**config.mk**
```make
export PLATFORM = sky130hd
export DESIGN_NAME = fnd_display_controller
export DESIGN_NICKNAME = d
export VERILOG_FILES = /design/src/rtl/fnd_display_controller.sv
export SDC_FILE = /design/constraint.sdc
export NUM_CORES = 1
export LEC_CHECK = 0
export ABC_AREA = 1
export ABC_CLOCK_PERIOD_IN_PS = 4550
export CAP_MARGIN = 20
export CORE_UTILIZATION = 50
export CTS_BUF_LIST = sky130_fd_sc_hd__clkbuf_8
export CTS_CLUSTER_SIZE = 25
export DETAILED_ROUTE_END_ITERATION = 6
export PLACE_DENSITY = 0.86
export SYNTH_ARGS = -nofsm -noshare
export SYNTH_HDL_FRONTEND = slang
export SYNTH_SLANG_ARGS = --single-unit
```
**constraint.sdc**
```tcl
create_clock -name clk -period 4.55 [get_ports clk]
set_input_delay 0.91 -clock clk [delete_from_list [all_inputs] [get_ports clk]]
set_output_delay 0.91 -clock clk [all_outputs]
set_load 0.05 [all_outputs]
```
**src/rtl/fnd_display_controller.sv**
```systemverilog
// fnd_display_controller
// Scans a 4-digit common-anode 7-segment display one digit per scan tick.
// The time buses are snapshotted at the start of each frame, so the digits
// shown within a single frame always come from the same sample. The centre
// decimal point blinks at 1 Hz, driven by the msec field.

module fnd_display_controller #(
  parameter int COUNT_SCAN = 100_000,
  parameter int MSEC_MAX   = 100,
  parameter int SEC_MAX    = 60,
  parameter int MIN_MAX    = 60,
  parameter int HOUR_MAX   = 24
) (
  input  logic                        clk,
  input  logic                        reset,
  input  logic [$clog2(MSEC_MAX)-1:0] i_msec,
  input  logic [$clog2(SEC_MAX)-1:0]  i_sec,
  input  logic [$clog2(MIN_MAX)-1:0]  i_min,
  input  logic [$clog2(HOUR_MAX)-1:0] i_hour,
  input  logic                        i_disp_mode,
  output logic [3:0]                  o_fnd_comm,
  output logic [7:0]                  o_fnd_font
);

  localparam int MSEC_W = $clog2(MSEC_MAX);
  localparam int SEC_W  = $clog2(SEC_MAX);
  localparam int MIN_W  = $clog2(MIN_MAX);
  localparam int HOUR_W = $clog2(HOUR_MAX);
  localparam int MS_W   = (MSEC_W > SEC_W) ? MSEC_W : SEC_W;
  localparam int MH_W   = (MIN_W > HOUR_W) ? MIN_W : HOUR_W;
  localparam int VAL_W  = (MS_W > MH_W) ? MS_W : MH_W;
  localparam int CNT_W  = (COUNT_SCAN > 1) ? $clog2(COUNT_SCAN) : 1;

  localparam logic [7:0] FONT_DASH  = 8'hBF;
  localparam logic [7:0] FONT_BLANK = 8'hFF;
  localparam logic [3:0] COMM_OFF   = 4'hF;

  // Segment pattern for one BCD digit, active-low, decimal point off.
  function automatic logic [7:0] seg_font(input logic [3:0] d);
    case (d)
      4'd0:    seg_font = 8'hC0;
      4'd1:    seg_font = 8'hF9;
      4'd2:    seg_font = 8'hA4;
      4'd3:    seg_font = 8'hB0;
      4'd4:    seg_font = 8'h99;
      4'd5:    seg_font = 8'h92;
      4'd6:    seg_font = 8'h82;
      4'd7:    seg_font = 8'hF8;
      4'd8:    seg_font = 8'h80;
      4'd9:    seg_font = 8'h90;
      default: seg_font = FONT_DASH;
    endcase
  endfunction

  logic [CNT_W-1:0]  scan_cnt_q,  scan_cnt_d;
  logic [1:0]        digit_idx_q, digit_idx_d;
  logic [MSEC_W-1:0] snap_msec_q, snap_msec_d;
  logic [SEC_W-1:0]  snap_sec_q,  snap_sec_d;
  logic [MIN_W-1:0]  snap_min_q,  snap_min_d;
  logic [HOUR_W-1:0] snap_hour_q, snap_hour_d;
  logic              snap_mode_q, snap_mode_d;
  logic [3:0]        comm_q,      comm_d;
  logic [7:0]        font_q,      font_d;

  logic              scan_tick;
  logic              snap_load;
  logic [VAL_W-1:0]  sel_val;
  logic [31:0]       sel_val32;
  logic [31:0]       sel_max;
  logic [3:0]        bcd;
  logic [7:0]        glyph;
  logic              dp_on;

  // Scan timing: slot counter, digit index and the frame-start snapshot.
  // The digit index names the slot that the next tick will display.
  // A snapshot is taken on the tick that displays digit0.
  always_comb begin
    scan_tick   = (scan_cnt_q == CNT_W'(COUNT_SCAN - 1));
    scan_cnt_d  = scan_tick ? '0 : scan_cnt_q + CNT_W'(1);
    digit_idx_d = scan_tick ? digit_idx_q + 2'd1 : digit_idx_q;
    snap_load   = scan_tick && (digit_idx_q == 2'd0);
    snap_msec_d = snap_load ? i_msec      : snap_msec_q;
    snap_sec_d  = snap_load ? i_sec       : snap_sec_q;
    snap_min_d  = snap_load ? i_min       : snap_min_q;
    snap_hour_d = snap_load ? i_hour      : snap_hour_q;
    snap_mode_d = snap_load ? i_disp_mode : snap_mode_q;
  end

  // Glyph for the slot being displayed. The glyph is built from the *_d
  // snapshot, so digit0 already uses the sample being captured on this tick.
  always_comb begin
    // NOTE: every combinational output is given a default first, so no path leaves it unassigned and no latch is inferred.
    sel_val = '0;
    sel_max = 32'(MSEC_MAX);
    case ({snap_mode_d, digit_idx_q[1]})
      2'b00: begin sel_val = VAL_W'(snap_msec_d); sel_max = 32'(MSEC_MAX); end
      2'b01: begin sel_val = VAL_W'(snap_sec_d);  sel_max = 32'(SEC_MAX);  end
      2'b10: begin sel_val = VAL_W'(snap_min_d);  sel_max = 32'(MIN_MAX);  end
      default: begin sel_val = VAL_W'(snap_hour_d); sel_max = 32'(HOUR_MAX); end
    endcase
    sel_val32 = 32'(sel_val);
    bcd       = digit_idx_q[0] ? 4'(sel_val32 / 32'd10) : 4'(sel_val32 % 32'd10);
    glyph     = (sel_val32 >= sel_max) ? FONT_DASH : seg_font(bcd);
    dp_on     = (digit_idx_q == 2'd2) && (32'(snap_msec_d) < 32'(MSEC_MAX / 2));
    font_d    = scan_tick ? {glyph[7] & ~dp_on, glyph[6:0]} : font_q;
    comm_d    = scan_tick ? ~(4'b0001 << digit_idx_q) : comm_q;
  end

  // State registers. The display stays blank until the first scan tick.
  always_ff @(posedge clk or negedge reset) begin
    if (!reset) begin
      // NOTE: the snapshot is only a handful of flops, not a memory, so it is reset along with the rest; rendering from it is then defined from the first tick.
      scan_cnt_q  <= '0;
      digit_idx_q <= 2'd0;
      snap_msec_q <= '0;
      snap_sec_q  <= '0;
      snap_min_q  <= '0;
      snap_hour_q <= '0;
      snap_mode_q <= 1'b0;
      comm_q      <= COMM_OFF;
      font_q      <= FONT_BLANK;
    end else begin
      // NOTE: non-blocking assignments make every flop sample pre-edge values, so register order inside this block does not matter.
      scan_cnt_q  <= scan_cnt_d;
      digit_idx_q <= digit_idx_d;
      snap_msec_q <= snap_msec_d;
      snap_sec_q  <= snap_sec_d;
      snap_min_q  <= snap_min_d;
      snap_hour_q <= snap_hour_d;
      snap_mode_q <= snap_mode_d;
      comm_q      <= comm_d;
      font_q      <= font_d;
    end
  end

  assign o_fnd_comm = comm_q;
  assign o_fnd_font = font_q;

endmodule
```
Yosys cells after proc, flatten, opt, wreduce, memory -nomap -nowiden
Memory sizes are Yosys's and may differ from the RTL's.
Cells that the tools add are included.
{"block": "totals", "reg_bits": 56, "mem_bits_ro": 112, "in_bits": 27, "output_inout_bits": 12, "mem_count": 1}
{"block": "classes", "n_addsub": 2, "div": 2, "order_cmp": 2, "n_eq_ne": 4, "shift": 1, "muxes": 10, "n_bitwise": 3, "n_reduce_logical": 5}
{"memory": "(no name shown)", "words": 16, "word_bits": 7, "rd": 1, "rd_clocked_by_memory_dff": 0, "wr": 0, "line": "40", "text": "case (d)"}
{"operator": "divider 7 x 4 -> 32 bit, second input constant", "n": 1}
{"operator": ">= comparator 7 x 32 -> 1 bit", "n": 1}
{"operator": "remainder unit 7 x 4 -> 32 bit, second input constant", "n": 1}
{"operator": "one-hot mux 7 bit (3 select lines)", "n": 1}
{"operator": "adder 17 x 1 -> 17 bit, second input constant", "n": 1}
{"operator": "equality test 17 bit, second input constant", "n": 1}
{"operator": "2-to-1 mux 17 bit", "n": 1}
{"operator": "one-hot mux 7 bit (2 select lines)", "n": 1}
{"operator": "2-to-1 mux 6 bit", "n": 2}
{"operator": "2-to-1 mux 8 bit", "n": 1}
{"operator": "< comparator 7 x 6 -> 1 bit, second input constant", "n": 1}
{"operator": "2-to-1 mux 7 bit", "n": 1}
{"operator": "2-to-1 mux 5 bit", "n": 1}
{"operator": "equality test 2 bit, second input constant", "n": 2}
{"operator": "logical NOT 2 bit", "n": 2}
{"operator": "2-to-1 mux 4 bit", "n": 1}
{"operator": "NOT 4 bit", "n": 1}
{"operator": "left shift 1 x 2 -> 4 bit, first input constant", "n": 1}
{"operator": "adder 2 x 1 -> 2 bit, second input constant", "n": 1}
{"operator": "equality test 2 x 1 -> 1 bit, second input constant", "n": 1}
{"operator": "logical AND 1 bit", "n": 2}
{"operator": "OR reduction 2 bit", "n": 1}
{"operator": "AND 1 bit", "n": 1}
{"operator": "2-to-1 mux 1 bit", "n": 1}
{"operator": "NOT 1 bit", "n": 1}

Logic depth before layout (Yosys ltp)
Gate-level depths: netlist (run 1).
An unclocked memory read counts as a cell.
{"block": "depth", "ltp_word": 10, "depth_mapped": 37}

Worst setup path before layout (run 1)
OpenSTA, ideal clock, no wires.
{"block": "synth_timing", "path_type": "register to register", "start": "register digit_idx_q[0]", "end": "register font_q[3], in the netlist o_fnd_font[3]", "setup_time_ns": 0.073, "arrival_ns": 4.227, "t_required_ns": 4.477, "slack_ns": 0.250, "path_stages_with_launch": 31, "path_buffers": 1, "path_cell_list": "dfrtp_1 -> clkinv_1 -> ha_1 -> buf_2 -> nand4_4 -> clkinv_2 -> or2_1 -> o21ai_1 -> nand2_2 -> nand2_4 -> nand2_4 -> ha_1 -> inv_1 -> a21oi_2 -> nor2_4 -> nand2_2 -> nand2_1 -> nand2_1 -> inv_2 -> nand2_2 -> nand2_2 -> nand2_1 -> nand2_1 -> nor2_4 -> nand3_2 -> a21boi_1 -> inv_1 -> ha_1 -> nand3b_1 -> nand3_1 -> a21oi_1"}
{"block": "synth_via", "elab_chain_cells": 9, "elab_cells_between_ends": 19, "cone_classes": "2 x div; 1 x order compare; 2 x eq/ne; 9 x mux; 4 x reduce/logical; 1 x memory"}
{"item": "start, declared", "line": "56", "text": "logic [1:0] digit_idx_q, digit_idx_d;"}
{"item": "start signal, assigned", "line": "125", "text": "digit_idx_q <= digit_idx_d;"}
{"item": "logical NOT 2 bit", "line": "81", "text": "snap_load = scan_tick && (digit_idx_q == 2'd0);"}
{"item": "logical AND 1 bit", "line": "81"}
{"item": "2-to-1 mux 1 bit", "line": "86", "text": "snap_mode_d = snap_load ? i_disp_mode : snap_mode_q;"}
{"item": "equality test 2 bit (tied with other cells)", "line": "95", "text": "case ({snap_mode_d, digit_idx_q[1]})"}
{"item": "one-hot mux 7 bit (3 select lines)", "line": "95"}
{"item": "remainder unit 7 x 4 -> 32 bit or divider 7 x 4 -> 32 bit (tied branches)", "line": "102", "text": "bcd = digit_idx_q[0] ? 4'(sel_val32 / 32'd10) : 4'(sel_val32 % 32'd10);"}
{"item": "2-to-1 mux 4 bit", "line": "102"}
{"item": "memory read (16 x 7 bit)"}
{"item": "2-to-1 mux 8 bit *", "line": "103", "text": "glyph = (sel_val32 >= sel_max) ? FONT_DASH : seg_font(bcd);"}
{"item": "end signal, assigned", "line": "132", "text": "font_q <= font_d;"}
{"item": "end, declared", "line": "63", "text": "logic [7:0] font_q, font_d;"}
Every way passes the cells marked *; elsewhere a longest branch is shown, timed or not.
A chain may end at the register's enable or synchronous reset.

Final worst setup path (run 1)
{"block": "layout_timing", "start": "register scan_cnt_q[1]", "end": "register font_q[0], in the netlist o_fnd_font[0]"}
{"block": "layout_via", "elab_chain_cells": 9, "elab_cells_between_ends": 19, "cone_classes": "2 x div; 1 x order compare; 3 x eq/ne; 9 x mux; 3 x reduce/logical; 1 x memory"}
{"item": "start, declared", "line": "55", "text": "logic [CNT_W-1:0] scan_cnt_q, scan_cnt_d;"}
{"item": "start signal, assigned", "line": "124", "text": "scan_cnt_q <= scan_cnt_d;"}
{"item": "equality test 17 bit *", "line": "78", "text": "scan_tick = (scan_cnt_q == CNT_W'(COUNT_SCAN - 1));"}
{"item": "logical AND 1 bit", "line": "81"}
{"item": "2-to-1 mux 1 bit", "line": "86"}
{"item": "equality test 2 bit (tied with other cells)", "line": "95"}
{"item": "one-hot mux 7 bit (3 select lines)", "line": "95"}
{"item": "remainder unit 7 x 4 -> 32 bit or divider 7 x 4 -> 32 bit (tied branches)", "line": "102"}
{"item": "2-to-1 mux 4 bit", "line": "102"}
{"item": "memory read (16 x 7 bit)"}
{"item": "2-to-1 mux 8 bit", "line": "103"}
Marked as above.

==> impl_results.md, run 1 <==
* Status: finished clean
* Least-Margin Pin Slew at 0.9294 ns
* Clock skew at 0.01242 ns
* Clk Latency, worst-skew pair at 0.32 ns
* Clk sink count at 56
* Die area at 7553 µm²
* CP arrival at 4.60 ns
* Critical path type: reg2reg
* Req. time, crit path at 4.80 ns
* Leakage at 2.252 nW
* Initial antenna violation count at 0
* Fin util at 66.98%
* Root buf cell: clkbuf_8
* Clock power frac at 38.6%
* PortBufs at 38
* DRC violations left at 0
* Commonest cells post-synth: nand2_1 (123), inv_1 (53), dfrtp_1 (44)
* Hold WS at 0.4765 ns
* Largest net degree at the start of global routing at 42
* Worst-path maximum fanout at 6
* Post-Syn Nets at 508
* Synth-to-layout area growth at 27.63%
* Synth Register Bits at 56
* Pwr Density at 187.9 nW/µm²
* Avg Inst Size Synth at 7.735 µm²
* Final Hold Vio Count at 0
* Routed vias at 3465
* Share of Yosys cell area claimed by the top area cell type at 30.54%
* Asr flop ratio synth at 100.0%
* F_max at 229.8 MHz
* Post-Syn Area at 3605 µm²
* Relative slew slack at 37.39%
* Post-CTS Hold Fix Bufs at 0
* Switching part of the total power at 21.27%
* Fin crit share at 95.66%
* Top Family by Delay on Critical Path: simple AND/OR/NAND/NOR gates
* CTS tree: done
* Share of post-route cells with drive strength above 1 at 26.24%
* Vias in the first global route at 3233
* Clock slew at reported path FFs at 0.11 ns
* Final WL at 9424 µm
* CP Launch Type: flop
* Post-Syn Instances at 466
* Seq pwr share at 57.6%
* Endpoints failing setup at 0
* Post-route cell area at 4601 µm²
* HP Class: in2async
* Post-DP HPWL at 6298 µm
* Layout net count at 586
* Critical-path cell with the highest stage delay: dfrtp_1
* Post-synth top flop: dfrtp_1
* Num CTS Buffers at 5
* Internal Power at 0.6806 mW
* Max incr delay on CP at 0.41 ns
* Max-slew violation count at 0
* Cell with the most instances after synthesis: nand2_1
* Gr ovfl total at 0
* Comb pwr share at 3.8%
* DR vias/cell at 5.406
* GRT Total Usage at 23.79%
* Area occupied by registers at 1418 µm²
* Synth warn at 0
* First-pass DRT Iterations at 5
* First-pass GRT wire length at 14100 µm
* Maxcap violations at 0
* Die Height at 86.91 µm
* Die width at 86.91 µm
* Post-route ant nets at 0
* # fillers at 512
* CTS Buffer Depth at 2
* Cell variety after synth at 45
* Multi-input logic area at 2018 µm²
* Number of enable flip-flop cells after synthesis at 0
* Post-DP Area at 4140 µm²
* Ant diodes at 0
* H-tree depth at 2
* I/O Pins at 39
* Total power at 0.8645 mW
* Net Sw Power at 0.1839 mW
* Core Rows at 30
* Area of the core at 6869 µm²
* Crit path buf inv count at 3
* Dpl ws at -0.1028 ns
* DR iter-0 viols at 293
* Setup slack after layout at 0.1976 ns
* Initial core utilization at 52.48%
* Peak supply drop at 0.1169 mV
* Min Clock Period, post-route at 4.352 ns
* Crit end category: flop
* Most frequent CP cell: nand2_2
* RePlAce Congestion at 0.9096
* WL per Instance at 14.70 µm
* Post-synthesis sequential area ratio at 39.29%
* Ranking of synthesized cells by area: dfrtp_1 (31%), nand2_1 (13%), dfstp_2 (8.7%)
* Post-synth top area cell: dfrtp_1
==> worst register-to-register path: cells and delay by family (launching register included) <==
| family | cells | cell delay, ns |
|---|---|---|
| AO/OA/AOI/OAI | 2 | 0.15 |
| buffers and inverters | 3 | 0.28 |
| flip-flops | 1 | 0.41 |
| adder cells (fa/ha/maj) | 3 | 0.64 |
| AND/OR/NAND/NOR | 26 | 2.79 |
==> stage by stage <==
step,cells,TNS [ns]
after floorplan,466,0
after global placement,604,0
after detailed placement,604,-0.1804
after CTS,612,0
after global routing,641,-0.2031
final,641,0
==> what timing repair did <==
action                     in CTS  in global routing
pin swaps                       0                 19
setup buffers                   0                 28
gates resized for setup         1                 27
cloned                          0                  1
setup endpoints to repair       1                  7
==> logic make-up after synthesis <==
logic type	Yosys count	synth area share, %
simple gates	268	38.25
buf+inv	78	8.469
flops	56	39.29
compound gates	44	7.567
fa+ha+maj	15	5.207
xor+xnor	5	1.215
==> final cells by class <==
type                       instances  share of cell area, %
multi-input combinational        333                  43.87
sequential                        56                  30.81
timing repair buffer              75                  14.25
inverter                          73                  6.038
tap                               96                  2.611
clock buffer                       5                  1.496
clock inverter                     3                 0.9247
==> power groups by stage <==
| stage | clock network [mW] | logic, mW | registers, mW |
|---|---|---|---|
| after floorplan | 0 | 0.000158 | 0.507 |
| after global placement | 0 | 0.0326 | 0.507 |
| after detailed placement | 0 | 0.0331 | 0.507 |
| after CTS | 0.337 | 0.0332 | 0.498 |
| after global routing | 0.366 | 0.0357 | 0.498 |
| final | 0.334 | 0.0325 | 0.498 |
==> routing by layer <==
metal,routed length (µm),up-vias,track usage [%]
met5,0,-,0
met2,4844,161,43.38
met3,539,35,3.507
met1,3721,1623,28.30
met4,319,0,8.636
li1,-,1646,-
==> path summary, 6_finish.rpt <==
path	from	end	slack, ns	cells after the start
worst max register to register	scan_cnt_q[1]$_DFF_PN0_	o_fnd_font[0]$_DFFE_PN1N_	0.20	34
max in group asynchronous	reset	digit_idx_q[0]$_DFFE_PN0N_	3.20	2
min in group clk	o_fnd_font[6]$_DFFE_PN1N_	o_fnd_font[6]$_DFFE_PN1N_	0.48	2
worst min register to register	o_fnd_font[6]$_DFFE_PN1N_	o_fnd_font[6]$_DFFE_PN1N_	0.48	2
worst max-delay path	scan_cnt_q[1]$_DFF_PN0_	o_fnd_font[0]$_DFFE_PN1N_	0.20	34
worst min-delay path	reset	snap_min_q[5]$_DFF_PN0_	0.48	1
==> registers in the layout, summed over array words and instances (netlist names) <==
register     cells
digit_idx_q      2
o_fnd_comm       4
o_fnd_font       8
scan_cnt_q      17
snap_hour_q      5
snap_min_q       6
snap_mode_q      1
snap_msec_q      7
snap_sec_q       6
==> layout by cell type, fill, tap and decap left out, types with 2 or more instances in the layout <==
cell type,count
buf_4,37
nand3_2,14
inv_2,17
a21oi_4,2
o21ai_1,3
nor2_4,7
clkinv_1,2
nor3_1,4
nand4_1,12
ha_1,13
dfstp_2,12
nor2_8,3
clkinv_2,2
a21oi_1,14
o21ai_0,10
nand2_1,121
a31oi_1,2
nand2_2,18
clkbuf_8,5
nand3b_1,3
nor2_1,38
inv_1,52
nand4_4,2
nand3_4,3
xor2_1,5
dfrtp_1,43
clkdlybuf4s50_1,36
nand3_1,33
a21oi_2,3
nand2_4,7
Note: power is estimated with default switching activity, not from simulation.
==> run 2: changes to the inputs <==
- ABC_CLOCK_PERIOD_IN_PS: 4550 -> 4100
- PLACE_DENSITY: 0.86 -> 0.83
- clock period: 4.55 -> 4.1 ns (I/O delays scaled with it)
==> run 2 against run 1 <==
The flow now finishes with violations (negative setup slack). Clock skew up 0.0016 ns. Sequential share of layout area shrank 2.0 points. Die area unchanged. Fmax up 3.0%. Total power up 2.1%. Clock-buffer cell count unchanged. Cell area is 6.9% higher. Combinational power increased by 11%. Largest cell class unchanged. Register-to-register slack got worse by 0.32 ns. Setup slack got worse by 0.32 ns. Flip-flop and latch count unchanged. Sequential power rose by 11%.
==> impl_results.md, run 2 (synthesized netlist as in run 1, its figures left out) <==
* H-tree depth at 2 (unchanged)
* Post-Route Setup TNS at -0.6610 ns (-0.6610 ns)
* Top Family by Delay on Critical Path: simple AND/OR/NAND/NOR gates
* Placed Instances at 632 (+4.6%)
* # fillers at 466 (-9.0%)
* Relative slew slack at 59.32% (+22 points)
* Critical path type: reg2reg
* Post-CTS Hold Fix Bufs at 0 (unchanged)
* R2r setup slk at -0.13 ns (-0.32 ns)
* Root buf cell: clkbuf_8
* CTS Buffer Depth at 2 (unchanged)
* Hold_sp: o_fnd_font[6]$_DFFE_PN1N_
* Die area at 7553 µm² (unchanged)
* CP Launch Type: flop
* Vias in the first global route at 3450 (+6.7%)
* CP arrival at 4.47 ns (-0.13 ns)
* Critical-path cell with the highest stage delay: dfrtp_1
* Status: finished, violations left
* Fin crit share at 103.1% (+7.4 points)
* Least-Margin Pin Slew at 0.6103 ns (-0.3191 ns)
* Pwr Density at 179.4 nW/µm² (-4.5%)
* Layout net count at 604 (+3.1%)
* Max-slew violation count at 0 (unchanged)
* Setup slack after layout at -0.1267 ns (-0.3243 ns)
* Crit path buf inv count at 4 (+1)
* Most frequent cells in the layout: nand2_1 (105), inv_1 (53), buf_4 (53)
* Post-route ant nets at 0 (unchanged)
* Largest net degree at the start of global routing at 31 (-26%)
* Crit path depth at 30 (-12%)
* Initial core utilization at 52.48% (unchanged)
* F_max at 236.6 MHz (+3.0%)
* Maxcap violations at 0 (unchanged)
* Crit end category: flop
* Die Height at 86.91 µm (unchanged)
* Synth-to-layout area growth at 36.45%
* Final WL at 9985 µm (+6.0%)
* Register-to-Register Path Depth at 30 (-12%)
* Area of the core at 6869 µm² (unchanged)
* Post-DP HPWL at 6577 µm (+4.4%)
* Crit path capture: o_fnd_font[3]$_DFFE_PN1N_
* Routed vias at 3564 (+2.9%)
* Failing checks: negative setup slack
* RR Startpoint: scan_cnt_q[12]$_DFF_PN0_
* First-pass DRT Iterations at 5 (unchanged)
* Share of post-route cells with drive strength above 1 at 34.10% (+7.9 points)
* Post-route cell area at 4918 µm² (+6.9%)
* Worst r2r dst: o_fnd_font[3]$_DFFE_PN1N_
* Clk sink count at 56 (unchanged)
* Min Clock Period, post-route at 4.227 ns (-0.1257 ns)
* Clock skew at 0.01406 ns (+0.001642 ns)
* Final Hold Vio Count at 0 (unchanged)
* HP Class: reg2reg
* Ant diodes at 0 (unchanged)
* Post-DP Area at 4360 µm² (+5.3%)
* RePlAce Congestion at 0.9086 (-0.11%)
* Setup crit start: scan_cnt_q[12]$_DFF_PN0_
* PortBufs at 38 (unchanged)
* Max incr delay on CP at 0.45 ns (+0.04 ns)
* DR vias/cell at 5.408 (about the same)
* Finished Layout Cells at 659 (+2.8%)
* CTS tree: done
* I/O Pins at 39 (unchanged)
* DRC violations left at 0 (unchanged)
* WL per Instance at 15.15 µm (+3.1%)
* DR iter-0 viols at 234 (-20%)
* Clock slew at reported path FFs at 0.09 ns (-0.02 ns)
* Gr ovfl total at 0 (unchanged)
* GRT Total Usage at 24.79% (+1.0 points)
* Num CTS Buffers at 5 (unchanged)
* Most flop-heavy register: scan_cnt_q
* Req. time, crit path at 4.35 ns (-0.45 ns)
* Die width at 86.91 µm (unchanged)
* Core Rows at 30 (unchanged)
* Worst-path maximum fanout at 5 (-1)
* RSZ-0062 raised after global routing: true
* Most frequent CP cell: nand2_2
* Commonest non-fill, non-tap cell in the layout: nand2_1
* Endpoints failing setup at 7 (+7)
* Clk Latency, worst-skew pair at 0.32 ns (about the same)
* Leakage at 2.363 nW (+4.9%)
* Largest register FFs at 17 (unchanged)
* Initial antenna violation count at 0 (unchanged)
* Peak supply drop at 0.1132 mV (-3.2%)
* First-pass GRT wire length at 14880 µm (+5.5%)
[run 2: cell count changes in the layout (fill, tap and decap cells not counted), moves of 2 or more]
| cell | previous run | this run |
|---|---|---|
| inv_4 | 1 | 3 |
| o21ai_0 | 10 | 8 |
| nand2_1 | 121 | 105 |
| buf_4 | 37 | 53 |
| nand3_1 | 33 | 27 |
| nand2_4 | 7 | 13 |
| nand3_4 | 3 | 9 |
| ha_2 | 1 | 4 |
| nand2_2 | 18 | 28 |
| ha_1 | 13 | 9 |
| o21ai_2 | 1 | 3 |
[run 2: timing repair]
action,CTS,global route
pin swaps,17,35
endpoints found under the setup margin,7,7
buffers inserted,9,10
gates resized for setup,17,58
cloned,1,0
[run 2: layout make-up]
type | count | area (µm²) | share of cell area, %
Timing Repair Buffer | 93 | 804.5 | 16.36
Clock inverter | 3 | 12.51 | 0.2544
Multi-Input combinational cell | 333 | 2208 | 44.90
Inverter | 73 | 286.5 | 5.825
Tap cell | 96 | 120.1 | 2.442
Clock buffer | 5 | 68.82 | 1.399
Sequential cell | 56 | 1418 | 28.82
[run 2: worst min path at each step]
stage,depth (start not counted),to
floorplan,1,scan_cnt_q[0]$_DFF_PN0_
global placement,1,scan_cnt_q[0]$_DFF_PN0_
detailed placement,1,scan_cnt_q[0]$_DFF_PN0_
CTS,2,o_fnd_font[6]$_DFFE_PN1N_
global route,2,snap_min_q[1]$_DFF_PN0_
finish,2,o_fnd_font[6]$_DFFE_PN1N_
[run 2: metal layers]
layer	vias up	wire [µm]	GRT usage, %
met5	-	0	0
met4	0	244	9.848
met3	25	482	4.739
met2	113	5254	43.81
met1	1742	4003	29.65
li1	1684	-	-
[run 2: through the flow]
stage	util [%]	hold slack (ns)	total power, mW	setup slack [ns]
2_1_floorplan	-	0.4329	0.5632	0.01082
3_5_place_dp	63.48	0.4664	0.5995	-0.3507
4_1_cts	67.18	0.4921	0.8833	0.007174
6_report	71.60	0.4889	0.8823	-0.1267
3_3_place_gp	63.48	0.4463	0.5994	-0.1392
5_1_grt	71.60	0.5106	0.9162	-0.3932
[run 2: tightest hold or removal path, cell delays in order, from the launching register on]
cell and delay (ns):
dfstp_2 0.38, nand2_1 0.05, o21ai_1 0.06
[run 2: power by group]
| part | leakage, nW | internal [mW] | switching, mW |
|---|---|---|---|
| Combinational | 1.71 | 0.0216 | 0.0146 |
| Sequential | 0.598 | 0.553 | 0 |
| Clock | 0.0505 | 0.116 | 0.178 |
| Total | 2.36 | 0.690 | 0.192 |
